$ cat config.mk
export PLATFORM = sky130hd
export DESIGN_NAME = rv_multicycle_ctrl
export DESIGN_NICKNAME = d
export VERILOG_FILES = /design/src/rtl/rv_pkg.sv /design/src/rtl/rv_mem_watchdog.sv /design/src/rtl/rv_multicycle_ctrl.sv
export SDC_FILE = /design/constraint.sdc
export NUM_CORES = 1
export LEC_CHECK = 0
export BUFFER_PORTS_ARGS = -buffer_cell sky130_fd_sc_hd__buf_2
export CAP_MARGIN = 20
export CORE_ASPECT_RATIO = 0.8
export CORE_MARGIN = 2
export CORE_UTILIZATION = 35
export CTS_CLUSTER_DIAMETER = 150
export DETAILED_ROUTE_END_ITERATION = 10
export MAX_ROUTING_LAYER = met4
export PLACE_DENSITY = 0.54
export SYNTH_ARGS = -nofsm -noshare
export SYNTH_HDL_FRONTEND = slang
export SYNTH_HIERARCHICAL = 1
export SYNTH_SLANG_ARGS = --single-unit
$ cat constraint.sdc
create_clock -name clk -period 3.6 [get_ports clk]
set_input_delay 0.36 -clock clk [delete_from_list [all_inputs] [get_ports clk]]
set_output_delay 0.36 -clock clk [all_outputs]
set_load 0.02 [all_outputs]
$ cat src/rtl/rv_pkg.sv
// Shared definitions for the RV32I multi-cycle controller: FSM states,
// mux select encodings, trap causes and the latched decoder class flags.
package rv_pkg;

  typedef enum logic [2:0] {
    FETCH   = 3'd0,
    DECODE  = 3'd1,
    EXECUTE = 3'd2,
    MEM     = 3'd3,
    WB      = 3'd4,
    TRAP    = 3'd5
  } state_e;

  localparam logic [1:0] PCSRC_PLUS4 = 2'd0;
  localparam logic [1:0] PCSRC_IMM   = 2'd1;
  localparam logic [1:0] PCSRC_JALR  = 2'd2;

  localparam logic [1:0] WBSEL_ALU = 2'd0;
  localparam logic [1:0] WBSEL_MEM = 2'd1;
  localparam logic [1:0] WBSEL_PC4 = 2'd2;

  localparam logic [1:0] CAUSE_NONE         = 2'd0;
  localparam logic [1:0] CAUSE_ILLEGAL      = 2'd1;
  localparam logic [1:0] CAUSE_IMEM_TIMEOUT = 2'd2;
  localparam logic [1:0] CAUSE_DMEM_TIMEOUT = 2'd3;

  localparam logic [4:0] ALUCTRL_ILLEGAL = 5'h0F;

  typedef struct packed {
    logic load;
    logic store;
    logic branch;
    logic jal;
    logic jalr;
    logic auipc;
    logic regwrite;
  } dec_flags_t;

endpackage

$ cat src/rtl/rv_mem_watchdog.sv
// Memory-wait watchdog: counts stalled cycles, saturates at all-ones and
// flags the stall cycle whose increment reaches (or sits at) saturation.
module rv_mem_watchdog #(
  parameter int W = 8
) (
  input  logic clk,
  input  logic rst_n,
  input  logic clr,
  input  logic en,
  output logic sat
);

  localparam logic [W-1:0] MAX  = {W{1'b1}};
  localparam logic [W-1:0] NEAR = {{(W-1){1'b1}}, 1'b0};
  localparam logic [W-1:0] ONE  = {{(W-1){1'b0}}, 1'b1};

  logic [W-1:0] cnt_reg;

  always_ff @(posedge clk or negedge rst_n) begin
    if (!rst_n) begin
      cnt_reg <= '0;
    end else if (clr) begin
      cnt_reg <= '0;
    end else if (en && (cnt_reg != MAX)) begin
      cnt_reg <= cnt_reg + ONE;
    end
  end

  assign sat = en && (cnt_reg >= NEAR);

endmodule

$ cat src/rtl/rv_multicycle_ctrl.sv
// Multi-cycle RV32I sequencer: FETCH/DECODE/EXECUTE/MEM/WB with memory
// handshakes, a wait watchdog, a sticky trap and a retired counter.
module rv_multicycle_ctrl
  import rv_pkg::*;
#(
  parameter int TIMEOUT_W = 8,
  parameter int CNT_W     = 32
) (
  input  logic             clk,
  input  logic             rst_n,
  input  logic             imem_ready,
  input  logic             dmem_ready,
  input  logic             dec_load,
  input  logic             dec_store,
  input  logic             dec_branch,
  input  logic             dec_jal,
  input  logic             dec_jalr,
  input  logic             dec_auipc,
  input  logic             dec_regwrite,
  input  logic [4:0]       dec_aluctrl,
  input  logic             br_taken,
  output logic             imem_req,
  output logic             ir_we,
  output logic             pc_we,
  output logic [1:0]       pc_src,
  output logic             alu_we,
  output logic             dmem_req,
  output logic             dmem_we,
  output logic             rf_we,
  output logic [1:0]       wb_sel,
  output logic             trap,
  output logic [1:0]       trap_cause,
  output logic [CNT_W-1:0] retired
);

  localparam logic [CNT_W-1:0] CNT_ONE = {{(CNT_W-1){1'b0}}, 1'b1};

  state_e     state_reg, state_next;
  dec_flags_t dec_flags, flags_reg, flags_next;
  logic [1:0] cause_next;
  logic       wd_clr, wd_en, wd_sat;

  logic       imem_req_next, ir_we_next, pc_we_next, alu_we_next;
  logic       dmem_req_next, dmem_we_next, rf_we_next, trap_next;
  logic       exec_branch_next, exec_branch_reg;
  logic [1:0] pc_src_next, pc_src_reg, wb_sel_next;
  logic [CNT_W-1:0] retired_reg;

  assign dec_flags  = {dec_load, dec_store, dec_branch, dec_jal, dec_jalr, dec_auipc, dec_regwrite};
  assign flags_next = (state_reg == DECODE) ? dec_flags : flags_reg;

  always_ff @(posedge clk or negedge rst_n) begin
    if (!rst_n) begin
      state_reg <= FETCH;
      flags_reg <= '0;
    end else begin
      state_reg <= state_next;
      flags_reg <= flags_next;
    end
  end

  always_comb begin
    state_next = state_reg;
    cause_next = CAUSE_NONE;
    case (state_reg)
      FETCH: begin
        if (imem_ready) begin
          state_next = DECODE;
        end else if (wd_sat) begin
          state_next = TRAP;
          cause_next = CAUSE_IMEM_TIMEOUT;
        end
      end
      DECODE: begin
        if (dec_aluctrl == ALUCTRL_ILLEGAL) begin
          state_next = TRAP;
          cause_next = CAUSE_ILLEGAL;
        end else begin
          state_next = EXECUTE;
        end
      end
      EXECUTE: begin
        if (flags_reg.branch)                        state_next = FETCH;
        else if (flags_reg.load || flags_reg.store)  state_next = MEM;
        else                                         state_next = WB;
      end
      MEM: begin
        if (dmem_ready) begin
          state_next = WB;
        end else if (wd_sat) begin
          state_next = TRAP;
          cause_next = CAUSE_DMEM_TIMEOUT;
        end
      end
      WB:      state_next = FETCH;
      default: state_next = TRAP;
    endcase
  end

  // Any state change is a state entry, so the watchdog restarts from zero.
  assign wd_clr = (state_next != state_reg);
  assign wd_en  = ((state_reg == FETCH) && !imem_ready) || ((state_reg == MEM) && !dmem_ready);

  rv_mem_watchdog #(.W(TIMEOUT_W)) u_watchdog (
    .clk   (clk),
    .rst_n (rst_n),
    .clr   (wd_clr),
    .en    (wd_en),
    .sat   (wd_sat)
  );

  always_comb begin
    imem_req_next    = (state_next == FETCH);
    ir_we_next       = (state_reg == FETCH) && (state_next == DECODE);
    alu_we_next      = (state_next == EXECUTE);
    exec_branch_next = (state_next == EXECUTE) && flags_next.branch;
    dmem_req_next    = (state_next == MEM);
    dmem_we_next     = (state_next == MEM) && flags_next.store;
    pc_we_next       = exec_branch_next || (state_next == WB);
    rf_we_next       = (state_next == WB) && flags_next.regwrite && !flags_next.store;
    trap_next        = (state_next == TRAP);
    wb_sel_next      = WBSEL_ALU;
    pc_src_next      = PCSRC_PLUS4;
    if (state_next == WB) begin
      if (flags_next.load)                        wb_sel_next = WBSEL_MEM;
      else if (flags_next.jal || flags_next.jalr) wb_sel_next = WBSEL_PC4;
      else if (flags_next.auipc)                  wb_sel_next = WBSEL_ALU;
      if (flags_next.jal)       pc_src_next = PCSRC_IMM;
      else if (flags_next.jalr) pc_src_next = PCSRC_JALR;
    end
  end

  always_ff @(posedge clk or negedge rst_n) begin
    if (!rst_n) begin
      imem_req        <= 1'b0;
      ir_we           <= 1'b0;
      pc_we           <= 1'b0;
      pc_src_reg      <= PCSRC_PLUS4;
      exec_branch_reg <= 1'b0;
      alu_we          <= 1'b0;
      dmem_req        <= 1'b0;
      dmem_we         <= 1'b0;
      rf_we           <= 1'b0;
      wb_sel          <= WBSEL_ALU;
      trap            <= 1'b0;
      trap_cause      <= CAUSE_NONE;
      retired_reg     <= '0;
    end else begin
      imem_req        <= imem_req_next;
      ir_we           <= ir_we_next;
      pc_we           <= pc_we_next;
      pc_src_reg      <= pc_src_next;
      exec_branch_reg <= exec_branch_next;
      alu_we          <= alu_we_next;
      dmem_req        <= dmem_req_next;
      dmem_we         <= dmem_we_next;
      rf_we           <= rf_we_next;
      wb_sel          <= wb_sel_next;
      trap            <= trap_next;
      if (trap_next && !trap) trap_cause <= cause_next;
      if ((state_reg == WB) || ((state_reg == EXECUTE) && flags_reg.branch))
        retired_reg <= retired_reg + CNT_ONE;
    end
  end

  // br_taken is only valid during EXECUTE, so the branch target select
  // follows it live instead of waiting a cycle for a registered copy.
  assign pc_src  = exec_branch_reg ? {1'b0, br_taken} : pc_src_reg;
  assign retired = retired_reg;

endmodule

==> results.md <==
* Wire length of the first global-routing pass at 10.4 mm
* Number of standard cells after synthesis at 275
* Average cell area after synthesis at 11.1 um2
* Number of flops mapped to enable cells by yosys at 0
* Total I/O pin count at 63
* Multi-input logic area at 1380 um2
* Worst setup SP type: flop
* Ratio of final minimum period to clock period at 77.2%
* Hold WC Path Type: in -> async
* Core region area at 8480 um2
* Share of async-settable or async-resettable flops after synthesis at 100%
* Proportion of synthesized chip area in sequential cells at 52.5%
* Number of rows created at floorplan at 30
* Sum of negative setup slack at 0 ns
* Initial cell density of the core at 36.0%
* Aggregate routed wire length at 6.45 mm
* Capturing element type of the critical path: flop
* Ys Warns at 6
* Distinct cell type count of the synthesized netlist at 54
* Setup slack of the worst register-to-register path at 0.82 ns
* GRT Residual Overflow at 0
* Number of antenna cells inserted at 0
* Largest cells by area after synthesis: sky130_fd_sc_hd__dfrtp_1 53%, sky130_fd_sc_hd__xnor2_1 7.2%, sky130_fd_sc_hd__nand3_1 3.0%
* Final HPWL DP at 4.60 mm
* Total count of max-transition violations in the final report at 0
* Residual DRC count at 0
* Area occupied by registers at 1600 um2
* Final weighted congestion of routability-driven global placement at 0.838
* Clock insertion delay at the later pin of the skew report at 0.34 ns
* Placed instance count at 448
* Final worst path period need at 2.78 ns
* Cell Count, Final, Fillers Out at 464
* Synthesized Nets at 295
* CTS tree: yes
* CTS root buf: sky130_fd_sc_hd__clkbuf_8
* Type of the worst setup path: reg -> reg
* Slowest cell on crit path: sky130_fd_sc_hd__dfrtp_1
* Die span in x at 108 um
* Synth Register Bits at 64
* Post-synthesis cell area at 3050 um2
* Number of inserted filler cells in the final layout at 853
* Clock transition at the registers of the reported paths at 0.07 ns
* Drt initial violations at 81
* H-tree level count at 3
* Count of endpoints failing setup in the final report at 0
* Final Core Density at 44.4%
* Top flip-flop cell by instance count after synthesis: sky130_fd_sc_hd__dfrtp_1
* RR Startpoint: state_reg[0]
* Total iterations of the first detailed-routing run at 4
* TritonCTS Buffers at 9
* Total routing resource utilization after global routing at 15.0%
* Synth area leader: sky130_fd_sc_hd__dfrtp_1
* Routed via count at 2272
* Max incr delay on CP at 0.43 ns
* Proportion of netlist area held by the largest area contributor at 52.5%
* Final hold viol count at 0
* Count of nets left with antenna violations after detail routing at 0
* Pin slew with the least headroom to its limit at 0.833 ns
* Cells along the critical path: or3_1, a21oi_1, o21ai_0, nor3_1, buf_4, nor2_1, o21ai_1, nand2_1, a22oi_1, o32a_1, nor2_1, mux2_2
* Overall die area at 9480 um2
* Dominant cell type by count on the critical path: sky130_fd_sc_hd__nor2_1
* Fmax achieved at 360 MHz
* Tot Pwr at 1.52 mW
* Worst Path Arrival at 3.00 ns
* # hold bufs at CTS at 0
* NumNets Final at 367
* Outcome: finished clean
* Crit-path max FO at 8
* WL per Instance at 13.9 um
* Number of flip-flops under the largest register name at 32
* Clk sink count at 64
* Vertical die dimension at 87.5 um
* Max cap viols at 0
* Area grow syn2layout at 23.4%
* Critical path origin: state_reg[0]
* Cells resized by post-CTS repair at 0
* Power density of the placed cells at 403 nW/um2
* Unrepaired setup endpoints after global routing: no
* Detail-routed via count per cell at 4.90
* Fraction of final layout cells with drive strength greater than 1 at 30.1%
* Setup bufs post-CTS at 0
* Via count of the first global-routing pass at 2033
* Buffers on Ports at 61
* Number of antenna violations at the first check in global routing at 0
* Setup clock skew after layout at 0.0103 ns
* Remaining max-slew budget at the tightest pin at 44.5%
* Buffer depth of the longest clock path at 2
* Maximum number of pins on one net before global-route repair at 65
* Largest vdd supply drop at 0.175 mV
* Required time worst endpoint at 3.82 ns
* Leakage Power at 1.84 nW
## critical path: cells and delay by family, from the launching register on
family	cells	cell delay, ns
buffers and inverters	1	0.16
flip-flops	1	0.43
multiplexers	1	0.26
AND/OR/NAND/NOR	5	0.77
AO/OA/AOI/OAI	5	1.05
## cell usage after synthesis, types with 2 or more instances
library cell                number
sky130_fd_sc_hd__dfrtp_1        64
sky130_fd_sc_hd__xnor2_1        25
sky130_fd_sc_hd__nand2_1        21
sky130_fd_sc_hd__nand3_1        18
sky130_fd_sc_hd__nor2_1         13
sky130_fd_sc_hd__inv_1          11
sky130_fd_sc_hd__nor3_1         11
sky130_fd_sc_hd__o21ai_0        10
sky130_fd_sc_hd__and3_1          8
sky130_fd_sc_hd__nand4_1         8
sky130_fd_sc_hd__mux2_2          6
sky130_fd_sc_hd__xor2_1          6
sky130_fd_sc_hd__a21oi_1         4
sky130_fd_sc_hd__and2_1          4
sky130_fd_sc_hd__buf_2           4
sky130_fd_sc_hd__nand2b_1        4
sky130_fd_sc_hd__nor2b_1         4
sky130_fd_sc_hd__a211oi_1        3
sky130_fd_sc_hd__a31oi_1         3
sky130_fd_sc_hd__and4_1          3
sky130_fd_sc_hd__ha_1            3
sky130_fd_sc_hd__a2111oi_4       2
sky130_fd_sc_hd__a22oi_1         2
sky130_fd_sc_hd__mux2_4          2
sky130_fd_sc_hd__mux2i_1         2
sky130_fd_sc_hd__nor3b_1         2
sky130_fd_sc_hd__nor4_1          2
sky130_fd_sc_hd__o211a_1         2
sky130_fd_sc_hd__or2_2           2
sky130_fd_sc_hd__or4_1           2
## cells in the final DEF (no fill, tap or decap), drive strengths merged, types with 10 or more instances in the layout
cell type	synthesis	final
buf	5	67
dfrtp	64	64
xnor2	25	25
nand2	21	21
nand3	19	19
nor2	13	13
nor3	12	12
inv	11	12
o21ai	11	11
clkbuf	1	10
## area by class of cell
| class | instances | share of cell area (%) |
|---|---|---|
| clock inverters | 6 | 3.06 |
| well taps | 112 | 3.72 |
| flip-flops and latches | 64 | 42.5 |
| clock buffers | 10 | 3.66 |
| multi-input cells | 194 | 36.6 |
| repair buffers | 67 | 9.31 |
| inverters | 11 | 1.10 |
## metrics by stage
step | setup WS [ns] | hold slack [ns] | area [um2]
finish | 0.821 | 0.209 | 3760
detailed placement | 0.826 | 0.482 | 3510
floorplan | 0.499 | 0.0644 | 3050
CTS | 0.833 | 0.230 | 3760
global route | 0.633 | 0.251 | 3760
global placement | 0.875 | 0.456 | 3510
## per-layer routing
layer	wire length, um	part of all wire (%)	global-route usage, %	vias up
met5	0	0	-	-
met4	62	0.96	5.59	0
met3	230	3.6	4.26	5
met2	2740	42	19.6	42
met1	3420	53	21.7	1089
li1	-	-	-	1136
## report_power, final
| part | internal [mW] | total (mW) | switching [mW] |
|---|---|---|---|
| registers | 0.719 | 0.719 | 0 |
| clock network | 0.482 | 0.772 | 0.290 |
| logic | 0.00752 | 0.0260 | 0.0185 |
| total | 1.21 | 1.52 | 0.308 |
## final timing paths
| path | end | cells after the start |
|---|---|---|
| worst max register to register | u_watchdog/cnt_reg[0] | 12 |
| min in group clk | flags_reg[0] | 2 |
| worst min register to register | retired[25] | 1 |
| worst min-delay path | trap_cause[1] | 2 |
| max in group asynchronous | ir_we | 2 |
| worst max-delay path | u_watchdog/cnt_reg[0] | 12 |
## logic make-up (layout without fill, tap and decap cells)
family	count (synthesis)	count (layout)	share of synthesized area [%]
buffers and inverters	17	94	2.30
multiplexers	10	10	3.86
flip-flops	64	64	52.5
AO/OA/AOI/OAI	36	36	9.39
XOR/XNOR	31	31	8.90
AND/OR/NAND/NOR	114	114	21.8
adder cells (fa/ha/maj)	3	3	1.23
No activity file was read; power rests on OpenSTA's default activity.
